### src/rtl/mips16_pkg.sv
// Shared constants for the 16-bit MIPS pipeline.
// Covers datapath widths, ALU opcodes and flag bit positions.
package mips16_pkg;

  localparam int DW = 16;
  localparam int RW = 3;

  localparam logic [3:0] OP_ADD = 4'h0;
  localparam logic [3:0] OP_SUB = 4'h1;
  localparam logic [3:0] OP_AND = 4'h2;
  localparam logic [3:0] OP_OR  = 4'h3;
  localparam logic [3:0] OP_XOR = 4'h4;
  localparam logic [3:0] OP_NOT = 4'h5;
  localparam logic [3:0] OP_SLL = 4'h6;
  localparam logic [3:0] OP_SRL = 4'h7;
  localparam logic [3:0] OP_SRA = 4'h8;
  localparam logic [3:0] OP_MOV = 4'h9;
  localparam logic [3:0] OP_INC = 4'hA;
  localparam logic [3:0] OP_DEC = 4'hB;
  localparam logic [3:0] OP_CMP = 4'hC;

  localparam int FLAG_Z = 3;
  localparam int FLAG_N = 2;
  localparam int FLAG_C = 1;
  localparam int FLAG_V = 0;

  function automatic logic op_is_reserved(input logic [3:0] op);
    return op > OP_CMP;
  endfunction

endpackage

### src/rtl/alu16.sv
// Combinational 16-bit ALU: result, candidate {Z,N,C,V}, and whether the
// opcode is allowed to update flags at all.
module alu16
  import mips16_pkg::*;
(
  input  logic [DW-1:0] a,
  input  logic [DW-1:0] b,
  input  logic [3:0]    alu_op,
  output logic [DW-1:0] result,
  output logic [3:0]    flags_next,
  output logic          flag_valid
);

  logic [DW:0]   sum, diff, inc, dec;
  logic [DW:0]   sll_ext, srl_ext, sra_ext;
  logic [3:0]    shamt;
  logic [DW-1:0] res;
  logic          c, v;

  // Widened operands: bit DW carries the carry/borrow, and for shifts the
  // extra bit catches the last bit shifted out (0 when shamt is 0).
  assign sum     = {1'b0, a} + {1'b0, b};
  assign diff    = {1'b0, a} - {1'b0, b};
  assign inc     = {1'b0, a} + 17'd1;
  assign dec     = {1'b0, a} - 17'd1;
  assign shamt   = b[3:0];
  assign sll_ext = {1'b0, a} << shamt;
  assign srl_ext = {a, 1'b0} >> shamt;
  assign sra_ext = $signed({a, 1'b0}) >>> shamt;

  always_comb begin
    res = '0;
    c   = 1'b0;
    v   = 1'b0;
    case (alu_op)
      OP_ADD: begin
        res = sum[DW-1:0];
        c   = sum[DW];
        v   = (a[DW-1] == b[DW-1]) && (res[DW-1] != a[DW-1]);
      end
      OP_SUB, OP_CMP: begin
        res = diff[DW-1:0];
        c   = diff[DW];
        v   = (a[DW-1] != b[DW-1]) && (res[DW-1] != a[DW-1]);
      end
      OP_AND: res = a & b;
      OP_OR:  res = a | b;
      OP_XOR: res = a ^ b;
      OP_NOT: res = ~a;
      OP_SLL: begin
        res = sll_ext[DW-1:0];
        c   = sll_ext[DW];
      end
      OP_SRL: begin
        res = srl_ext[DW:1];
        c   = srl_ext[0];
      end
      OP_SRA: begin
        res = sra_ext[DW:1];
        c   = sra_ext[0];
      end
      OP_MOV: res = b;
      OP_INC: begin
        res = inc[DW-1:0];
        c   = inc[DW];
        v   = ~a[DW-1] & res[DW-1];
      end
      OP_DEC: begin
        res = dec[DW-1:0];
        c   = dec[DW];
        v   = a[DW-1] & ~res[DW-1];
      end
      default: ;
    endcase
  end

  always_comb begin
    flags_next         = '0;
    flags_next[FLAG_Z] = (res == '0);
    flags_next[FLAG_N] = res[DW-1];
    flags_next[FLAG_C] = c;
    flags_next[FLAG_V] = v;
  end

  assign result     = res;
  assign flag_valid = !op_is_reserved(alu_op);

endmodule

### src/rtl/execute_stage.sv
// EX stage: B-operand mux, ALU, EX/DM pipeline register and status flags.
// Edge priority is reset > stall > flush > normal.
module execute_stage
  import mips16_pkg::*;
(
  input  logic          clk,
  input  logic          reset,
  input  logic          stall,
  input  logic          flush,
  input  logic [DW-1:0] operand_a,
  input  logic [DW-1:0] operand_b,
  input  logic [DW-1:0] imm,
  input  logic          imm_sel,
  input  logic [3:0]    alu_op,
  input  logic          mem_rw_id,
  input  logic          mem_en_id,
  input  logic          mem_mux_sel_id,
  input  logic          wb_en_id,
  input  logic [RW-1:0] rd_id,
  input  logic          flag_en_id,
  output logic [DW-1:0] ans_ex,
  output logic [DW-1:0] DM_data,
  output logic          mem_rw_ex,
  output logic          mem_en_ex,
  output logic          mem_mux_sel_dm,
  output logic          wb_en_ex,
  output logic [RW-1:0] rd_ex,
  output logic [3:0]    flags
);

  logic [DW-1:0] alu_b, alu_res;
  logic [3:0]    alu_flags;
  logic          alu_flag_valid, is_cmp;

  logic [DW-1:0] ans_q, ans_d, dm_data_q, dm_data_d;
  logic          mem_rw_q, mem_rw_d, mem_en_q, mem_en_d;
  logic          mux_sel_q, mux_sel_d, wb_en_q, wb_en_d;
  logic [RW-1:0] rd_q, rd_d;
  logic [3:0]    flags_q, flags_d;

  assign alu_b  = imm_sel ? imm : operand_b;
  assign is_cmp = (alu_op == OP_CMP);

  alu16 u_alu (
    .a          (operand_a),
    .b          (alu_b),
    .alu_op     (alu_op),
    .result     (alu_res),
    .flags_next (alu_flags),
    .flag_valid (alu_flag_valid)
  );

  always_comb begin
    ans_d     = ans_q;
    dm_data_d = dm_data_q;
    mem_rw_d  = mem_rw_q;
    mem_en_d  = mem_en_q;
    mux_sel_d = mux_sel_q;
    wb_en_d   = wb_en_q;
    rd_d      = rd_q;
    flags_d   = flags_q;
    if (stall) begin
      // hold everything; a coincident flush is dropped
    end else if (flush) begin
      ans_d     = '0;
      dm_data_d = '0;
      mem_rw_d  = 1'b0;
      mem_en_d  = 1'b0;
      mux_sel_d = 1'b0;
      wb_en_d   = 1'b0;
      rd_d      = '0;
    end else begin
      ans_d     = alu_res;
      dm_data_d = operand_b;
      mem_rw_d  = mem_rw_id;
      mem_en_d  = mem_en_id & ~is_cmp;
      mux_sel_d = mem_mux_sel_id;
      wb_en_d   = wb_en_id & ~is_cmp;
      rd_d      = rd_id;
      if (flag_en_id && alu_flag_valid) flags_d = alu_flags;
    end
  end

  always_ff @(posedge clk) begin
    if (reset) begin
      ans_q     <= '0;
      dm_data_q <= '0;
      mem_rw_q  <= 1'b0;
      mem_en_q  <= 1'b0;
      mux_sel_q <= 1'b0;
      wb_en_q   <= 1'b0;
      rd_q      <= '0;
      flags_q   <= '0;
    end else begin
      ans_q     <= ans_d;
      dm_data_q <= dm_data_d;
      mem_rw_q  <= mem_rw_d;
      mem_en_q  <= mem_en_d;
      mux_sel_q <= mux_sel_d;
      wb_en_q   <= wb_en_d;
      rd_q      <= rd_d;
      flags_q   <= flags_d;
    end
  end

  assign ans_ex         = ans_q;
  assign DM_data        = dm_data_q;
  assign mem_rw_ex      = mem_rw_q;
  assign mem_en_ex      = mem_en_q;
  assign mem_mux_sel_dm = mux_sel_q;
  assign wb_en_ex       = wb_en_q;
  assign rd_ex          = rd_q;
  assign flags          = flags_q;

endmodule

### config.mk
export PLATFORM = sky130hd
export DESIGN_NAME = execute_stage
export DESIGN_NICKNAME = d
export VERILOG_FILES = /design/src/rtl/mips16_pkg.sv /design/src/rtl/alu16.sv /design/src/rtl/execute_stage.sv
export SDC_FILE = /design/constraint.sdc
export NUM_CORES = 1
export LEC_CHECK = 0
export ABC_AREA = 1
export CORE_MARGIN = 4
export CORE_UTILIZATION = 45
export CTS_CLUSTER_SIZE = 12
export DETAILED_ROUTE_END_ITERATION = 8
export GPL_TIMING_DRIVEN = 0
export PLACE_DENSITY = 0.74
export SYNTH_ARGS = -nofsm -noshare
export SYNTH_HDL_FRONTEND = slang
export SYNTH_HIERARCHICAL = 1
export SYNTH_SLANG_ARGS = --single-unit
### constraint.sdc
create_clock -name clk -period 10.2 [get_ports clk]
set_clock_uncertainty 0.1 [all_clocks]
set_input_delay 2.55 -clock clk [delete_from_list [all_inputs] [get_ports clk]]
set_output_delay 2.55 -clock clk [all_outputs]
set_load 0.02 [all_outputs]
After elaboration in Yosys (flattened, before gate mapping). Cells that the tools add are included.

Add/subtract/negate cells: 4. Order comparisons: 1. Equal/unequal tests: 16. Shifts and indexed selects: 3. Mux-type cells: 11. Bitwise logic cells: 13. Reductions and logical operators: 8.

Operators by type and width (number): $pmux W16 S12 (1); $mux W16 (3); $eq A4 B4 Y1 const B (5); $add A16 B1 Y17 const B (1); $add A16 B16 Y17 (1); $shl A16 B4 Y17 (1); $shr A17 B4 Y17 (1); $sshr A17 B4 Y17 (1); $sub A16 B1 Y17 const B (1); $sub A16 B16 Y17 (1); $and A16 B16 Y16 (1); $eq A4 B3 Y1 const B (4); $logic_not A16 Y1 (1); $not A16 Y16 (1); $or A16 B16 Y16 (1); $xor A16 B16 Y16 (1); $eq A4 B2 Y1 const B (2); $pmux W1 S7 (1); $not A1 Y1 (5); $and A1 B1 Y1 (4); $eq A4 B1 Y1 const B (1); $gt A4 B4 Y1 const B (1); $logic_not A4 Y1 (1); $mux W1 (4); other kinds (8) (12).

Flip-flop bits (word level): 43. Bits of input ports: 65. Output and inout bits: 43.

Depth between registers and ports, before layout. Gate-level depths: netlist of run 1.

Depth after elaboration: 5. Depth in mapped cells: 25. Mapped depth without buffers: 22.

By module. The synthesis of run 1 kept the hierarchy.

Modules (own cells, without submodules): alu16 (times used 1, cells an instance 1232, area each 5838.1 sq um, sequential area each 0.0 sq um); execute_stage (times used 1, cells an instance 219, area each 1765.4 sq um, sequential area each 860.8 sq um).

Worst setup path after synthesis of run 1. OpenSTA, ideal clock, no wires.

Kind: input -> register. Start point: in imm_sel. End point: reg flags_q[3] (netlist: flags[3]). Library setup time: 0.070 ns. Arrival: 5.259 ns. Required time: 10.030 ns. Path slack: 4.771 ns. Stages: 23. Path buffers: 3. Path through: buf_2 > mux2_2 > inv_1 > clkbuf_1 > ha_1 > buf_2 > inv_1 > nand2_1 > nand2_1 > nand3_1 > nand2_1 > nand2_1 > a21oi_1 > nor2_1 > nor2_1 > nand2_1 > nand2_1 > nand2_1 > nor2_1 > nand2_1 > nor2_1 > nand3_1 > a21oi_1.

Cells in the longest elaborated chain, start to end: 4. Elaborated cells on any way between the ends: 11.

RTL lines: start, declared (line execute_stage.sv:13) `input logic imm_sel,`; $mux W16 (*) (line execute_stage.sv:41) `assign alu_b = imm_sel ? imm : operand_b;`; via alu_b[2] (line execute_stage.sv:31) `logic [DW-1:0] alu_b, alu_res;`; $sub A16 B16 Y17, or another cell as far along (line alu16.sv:23) `assign diff = {1'b0, a} - {1'b0, b};`; $pmux W16 S12 (*) (line alu16.sv:35) `case (alu_op)`; $logic_not A16 Y1 (*) (line alu16.sv:79) `flags_next[FLAG_Z] = (res == '0);`; via alu_flags[3] (line execute_stage.sv:32) `logic [3:0] alu_flags;`; end signal, assigned (line execute_stage.sv:102) `flags_q <= flags_d;`; end, declared (line execute_stage.sv:39) `logic [3:0] flags_q, flags_d;`.

Mark *: on every way through the listed nets, which the timed path passes. The rest lies on a longest branch. A chain may end at the register's enable or synchronous reset.

Worst setup path in the final report of run 1.
Start point: in operand_b[2]. End point: reg flags_q[3] (netlist: flags[3]).

Cells in the longest elaborated chain, start to end: 4. Elaborated cells on any way between the ends: 11.

RTL lines: start, declared (line execute_stage.sv:11) `input logic [DW-1:0] operand_b,`; $mux W16 (*) (line execute_stage.sv:41); via alu_b[2] (line execute_stage.sv:31); $sub A16 B16 Y17, or another cell as far along (line alu16.sv:23); $pmux W16 S12 (*) (line alu16.sv:35); $logic_not A16 Y1 (*) (line alu16.sv:79); via alu_flags[3] (line execute_stage.sv:32).

Marked as above.

==> summary.txt, run 1 <==
Logic synthesis
  • Top area cells in the synthesized netlist: nand2_1 25%, nand3_1 15%, dfxtp_1 11%, ha_1 9.4%, nor2_1 7.8%
  • Post-synth net total: ~1600
  • Synth top area share: 25.2%
  • Synth cell types: 40
  • Synth top cells by count: 511 x nand2_1, 221 x nand3_1, 157 x nor2_1
  • Post-synthesis sequential area ratio: approximately 11%
  • Share of flip-flops with an asynchronous set or reset: 0%
  • Most numerous cell in the Yosys netlist: nand2_1
  • YS warnings: 6
  • Synth Instances: 1451
  • Synth Register Bits: 43
  • Synthesized area: 7600 µm²
  • Cell taking the most area after synthesis: nand2_1
  • Post-Syn Area per Cell: 5.24 µm²
  • Number of synthesized flops with an enable pin: 0
  • Commonest register cell after synthesis: dfxtp_1

Floorplanning
  • Die width: 138 µm
  • Die extent in y: 138 µm
  • Initial Util: 45.9%
  • Core Area: 16600 µm²
  • Ports: roughly 110
  • Die area: 19000 µm²
  • Std cell rows: 47

Final layout
  • Layout cells sized above 1: about 6%
  • Area Growth Syn to Fin: 19.2%
  • Area taken by multi-input logic gates: 5760 µm²
  • Fillers: about 1900
  • Nets: 1686
  • Sequential cell area: 861 µm²
  • Antenna diodes: 0

GRT
  • Largest net degree at the start of global routing: 14
  • GRT Total Usage: 34.3%
  • Vias in the first global route: 8938
  • Initial antenna violation count: 0
  • Global route overflow: 0
  • Global-route wire length before repair: between 40000 and 50000 µm

Timing
  • Min Tclk post-route: roughly 6600 ps
  • Maximum clock rate: 152 MHz
  • RSZ-0062 raised after global routing: no
  • Post-route setup TNS: 0 ps
  • Worst-margin pin slew: 770 ps
  • Crit share post-route: 64.4%
  • Max Slew Vio Count: 0
  • Final setup vio count: 0
  • Headroom to the max-slew limit: 48.7%
  • Setup ws final: 3630 ps
  • Hold violation count in the final report: 0
  • Worst Hold Margin: 361 ps

Worst setup path
  • CP startpoint kind: primary input
  • CP Class: in -> reg
  • Critical Path AT: 6690 ps
  • Critical path capture point type: flop
  • CP required: 10310 ps
  • Worst-path fanout max: 11

Drt
  • Final WL: ~34000 µm
  • Via count: 10239
  • Routed len/inst: 19.0 µm
  • Routed vias/inst: 5.74
  • Final ANT Viol Nets: 0
  • Iter 0 DRT Violations: ~1300
  • DR pass1 iterations: 5
  • DRC: 0

Pwr
  • Leak pwr: 0.00452 µW
  • Total power per unit cell area: 84.5 nW/µm²
  • Peak supply drop: 79.8 µV

Run
  • Maxcap violations: 0

CTS
  • H-tree levels: 2
  • CTS Root Cell: clkbuf_16
  • Clock slew at reported path FFs: roughly 60 ps
  • CTS tree: built
  • Worst-case clock buffer depth: 2
  • CTS sink count: 43
  • Num CTS Buffers: 5
  • Worst skew pair latency: 280 ps
  • Hold buffer count at cts: 0
  • CTS resizes: 0
  • Post-CTS Setup Bufs: 0

Placed design
  • Port bufs: 104
  • Hpwl dp: about 27000 µm
  • DP Worst Slack: 3510 ps
  • RePlAce Congestion: 1.05

Run status
  • Status: finished, final reports clean

Min path
  • Worst hold path type: reg -> reg
worst max-delay path, stage by stage:
cell	delay [ps]
clkdlybuf4s50_1	430
mux2_2	370
inv_1	240
clkbuf_1	630
ha_1	360
buf_2	170
inv_1	100
nand2_1	70
nand2_1	140
nand3_1	110
nand2_1	170
nand2_1	100
a21oi_1	250
nor2_1	80
nor2_1	210
nand2_1	90
nand2_1	110
nand2_1	60
nor2_1	80
nand2_1	50
nor2_1	80
nand3_1	80
a21oi_1	140
per-stage QoR:
stage,std cells,total power (µW),util [%],area (µm²)
after floorplan,1451,453,-,7600
after global placement,1775,595,53.8,8920
after detailed placement,1775,598,53.8,8920
after CTS,1783,755,54.6,9060
after global routing,1783,812,54.6,9060
final,1783,766,54.6,9060
cell usage in the layout, fill, tap and decap left out, types with 2 or more instances in the layout:
cell and n:
mux2_2 16, xor2_1 2, nand3_1 221, buf_1 4, buf_6 5, fa_1 2, o21ai_0 37, clkdlybuf4s50_1 104
a22oi_1 2, buf_2 32, a21oi_1 91, a21boi_0 2, and2_1 3, a31oi_1 2, nand4_1 27, nand3b_1 2
inv_2 8, o21ai_1 5, nand3_2 3, nand2_2 3, nand2_1 511, or2_2 5, o21bai_1 3, nor2_2 3
nor4_1 2, ha_1 57, clkbuf_16 5, buf_4 8, inv_1 149, clkbuf_1 27, o22ai_1 5, dfxtp_1 43
nor2_1 157, nor3_1 7
worst paths after layout:
kind                                 end  slack (ps)  cells after the start                   start
hold reg to reg   ans_ex[1]$_SDFFE_PP0N_         360                      2  ans_ex[1]$_SDFFE_PP0N_
setup reg to reg  ans_ex[0]$_SDFFE_PP0N_        9480                      2  ans_ex[0]$_SDFFE_PP0N_
setup / recovery   flags[3]$_SDFFE_PP0P_        3630                     23            operand_b[2]
hold / removal    ans_ex[1]$_SDFFE_PP0N_         360                      2  ans_ex[1]$_SDFFE_PP0N_
kinds of logic (layout without fill, tap and decap cells):
kind of cell	Yosys count	in the layout	share of synthesized area, %
xor+xnor	2	2	0.230
simple gates	946	946	52.7
flops	43	43	11.3
buf+inv	233	345	13.0
fa+ha+maj	59	59	9.91
compound gates	152	152	10.6
mux	16	16	2.37
per-layer routing:
layer / part of all wire [%] / track usage [%]
met1: 40 / 46.4
met4: 4.3 / 12.6
met5: 0 / 0
met3: 14 / 6.75
met2: 42 / 54.0
where the power goes:
group	internal (µW)	switching (µW)	total (µW)	leakage, µW
sequential	174	3.07	177	0.000350
clock	90.3	64.6	155	0.0000669
combinational	141	293	434	0.00410
total	405	361	766	0.00452
flip-flops by register name (all words and copies together), names as in the netlist:
name and flops:
DM_data 16, wb_en_ex 1, rd_ex 3, mem_en_ex 1, ans_ex 16, mem_mux_sel_dm 1
flags 4, mem_rw_ex 1
area by class of cell:
cell class / count / share of cell area (%)
multi-input cells: 1175 / 63.5
repair buffers: 104 / 11.5
flip-flops and latches: 43 / 9.50
inverters: 158 / 6.57
plain buffers: 75 / 4.29
well taps: 220 / 3.04
clock buffers: 6 / 1.42
clock inverters: 2 / 0.138
No activity file was read; power rests on OpenSTA's default activity.
==> inputs of run 2 (changes only) <==
PLACE_DENSITY = 0.76   (was 0.74)
clock period = 6 ns   (was 10.2 ns; I/O delays follow)
==> summary.txt, run 2 (same netlist as run 1, synthesis figures left out) <==
Run status
  • Status: finished, final reports clean

Worst setup path
  • WP depth: 23
  • Critical Path AT: 5610 ps
  • WP buf/inv: 5
  • R2R setup slack: 5280 ps
  • CP required: 6120 ps
  • Cell family with most CP delay: buffers and inverters
  • CP startpoint: operand_b[2]
  • Cell mode on critical path: nand2_1
  • RR Startpoint: mem_en_ex$_SDFFE_PP0N_
  • CP startpoint kind: primary input
  • Setup crit end: flags[3]$_SDFFE_PP0P_
  • Crit-path cells: clkdlybuf4s50_1 -> mux2_2 -> inv_1 -> clkbuf_1 -> ha_1 -> buf_2 -> inv_1 -> nand2_1 -> nand2_1 -> nand3_1 -> nand2_1 -> nand2_1 -> a21oi_1 -> nor2_1 -> nor2_1 -> nand2_1 -> nand2_1 -> nand2_1 -> nor2_1 -> nand2_1 -> nor2_1 -> nand3_1 -> a21oi_1
  • Worst-path fanout max: 11
  • Slowest cell on crit path: clkbuf_1
  • Worst reg-to-reg path cell count: 2
  • CP Class: in -> reg
  • Worst R2R End: mem_en_ex$_SDFFE_PP0N_
  • Slowest cell delay on critical path: 630 ps
  • Critical path capture point type: flop

Placed design
  • DP Worst Slack: 336 ps
  • Port bufs: between 100 and 150
  • Placed Area: a little under 9000 µm²
  • Hpwl dp: approximately 27000 µm
  • RePlAce Congestion: slightly above 1

Floorplanning
  • Die width: 138 µm
  • Initial Util: ~46%
  • Std cell rows: 47
  • Die area: 19000 µm²
  • Core Area: about 17000 µm²
  • Ports: 108
  • Die extent in y: 138 µm

Drt
  • Iter 0 DRT Violations: 1264
  • Routed vias/inst: 5.70
  • Final WL: 33100 µm
  • Via count: 10165
  • DR pass1 iterations: 6
  • Final ANT Viol Nets: 0
  • DRC: 0
  • Routed len/inst: 18.6 µm

Timing
  • Crit share post-route: 91.6%
  • Worst Hold Margin: 361 ps
  • RSZ-0062 raised after global routing: no
  • Final setup vio count: 0
  • Headroom to the max-slew limit: 46.1%
  • Min Tclk post-route: about 5500 ps
  • Hold violation count in the final report: 0
  • Setup ws final: ~500 ps
  • Maximum clock rate: 182 MHz
  • Worst-margin pin slew: 809 ps
  • Post-route setup TNS: 0 ps
  • Max Slew Vio Count: 0

Final layout
  • Area Growth Syn to Fin: 19.5%
  • Final instance area: 9090 µm²
  • Most frequent cells in the layout: 511 x nand2_1, 221 x nand3_1, 157 x nor2_1
  • Fillers: approximately 1800
  • Most common cell after layout, fill and taps aside: nand2_1
  • Nets: about 1700
  • Layout cells sized above 1: 6.08%
  • Antenna diodes: 0

CTS
  • Post-CTS Setup Bufs: 0
  • Num CTS Buffers: 5
  • Worst-case clock buffer depth: 2
  • CTS tree: built
  • CTS sink count: 43
  • Clock slew at reported path FFs: 60 ps
  • CTS Root Cell: clkbuf_16
  • Hold buffer count at cts: 0
  • H-tree levels: 2
  • CTS resizes: 0
  • Worst skew pair latency: 280 ps

GRT
  • GRT Total Usage: 33.4%
  • Global route overflow: 0
  • Largest net degree at the start of global routing: 15
  • Initial antenna violation count: 1
  • Global-route wire length before repair: 48900 µm
  • Vias in the first global route: 8913

Min path
  • Worst hold path type: reg -> reg
  • HP Start: ans_ex[4]$_SDFFE_PP0N_

Pwr
  • Peak supply drop: 162 µV
  • Total power per unit cell area: 148 nW/µm²
  • Leak pwr: 0.00454 µW

Run
  • Maxcap violations: 0
==> run 2: metal layers <==
| metal | GRT usage [%] | wire, µm |
|---|---|---|
| met1 | 44.5 | 13500 |
| met2 | 53.2 | 14000 |
| met3 | 6.39 | 4170 |
| met4 | 13.0 | 1410 |
| met5 | 0 | 0 |
==> run 2: area by class of cell <==
type                    instances  area (µm²)  area share, %
plain buffers                  75         389           4.28
clock buffers                   5         125           1.38
clock inverters                 3        43.8          0.482
inverters                     158         596           6.55
multi-input cells            1175        5760           63.4
flip-flops and latches         43         861           9.47
well taps                     220         275           3.03
repair buffers                104        1040           11.5
==> run 2: worst min path at each step <==
stage / endpoint / depth (start not counted)
floorplan: DM_data[13]$_SDFFE_PP0N_ / 2
CTS: DM_data[3]$_SDFFE_PP0N_ / 2
global placement: flags[2]$_SDFFE_PP0P_ / 2
global route: flags[0]$_SDFFE_PP0P_ / 2
finish: ans_ex[4]$_SDFFE_PP0N_ / 2
detailed placement: DM_data[3]$_SDFFE_PP0N_ / 2
==> run 2: power breakdown <==
group          internal [µW]  switching [µW]
combinational            239             493
clock                    196             113
sequential               296            5.10
total                    731             611
==> run 2: metrics by stage <==
| step | utilization [%] | total power (µW) | instances |
|---|---|---|---|
| finish | 54.8 | 1340 | 1783 |
| CTS | 54.8 | 1330 | 1783 |
| global route | 54.8 | 1420 | 1783 |
| global placement | 53.8 | 1010 | 1775 |
| floorplan | - | 770 | 1451 |
| detailed placement | 53.8 | 1010 | 1775 |
==> run 2: worst register-to-register path, stage by stage (launching register included) <==
cell and delay [ps]:
dfxtp_1 330, nand2_1 60, a21oi_1 160
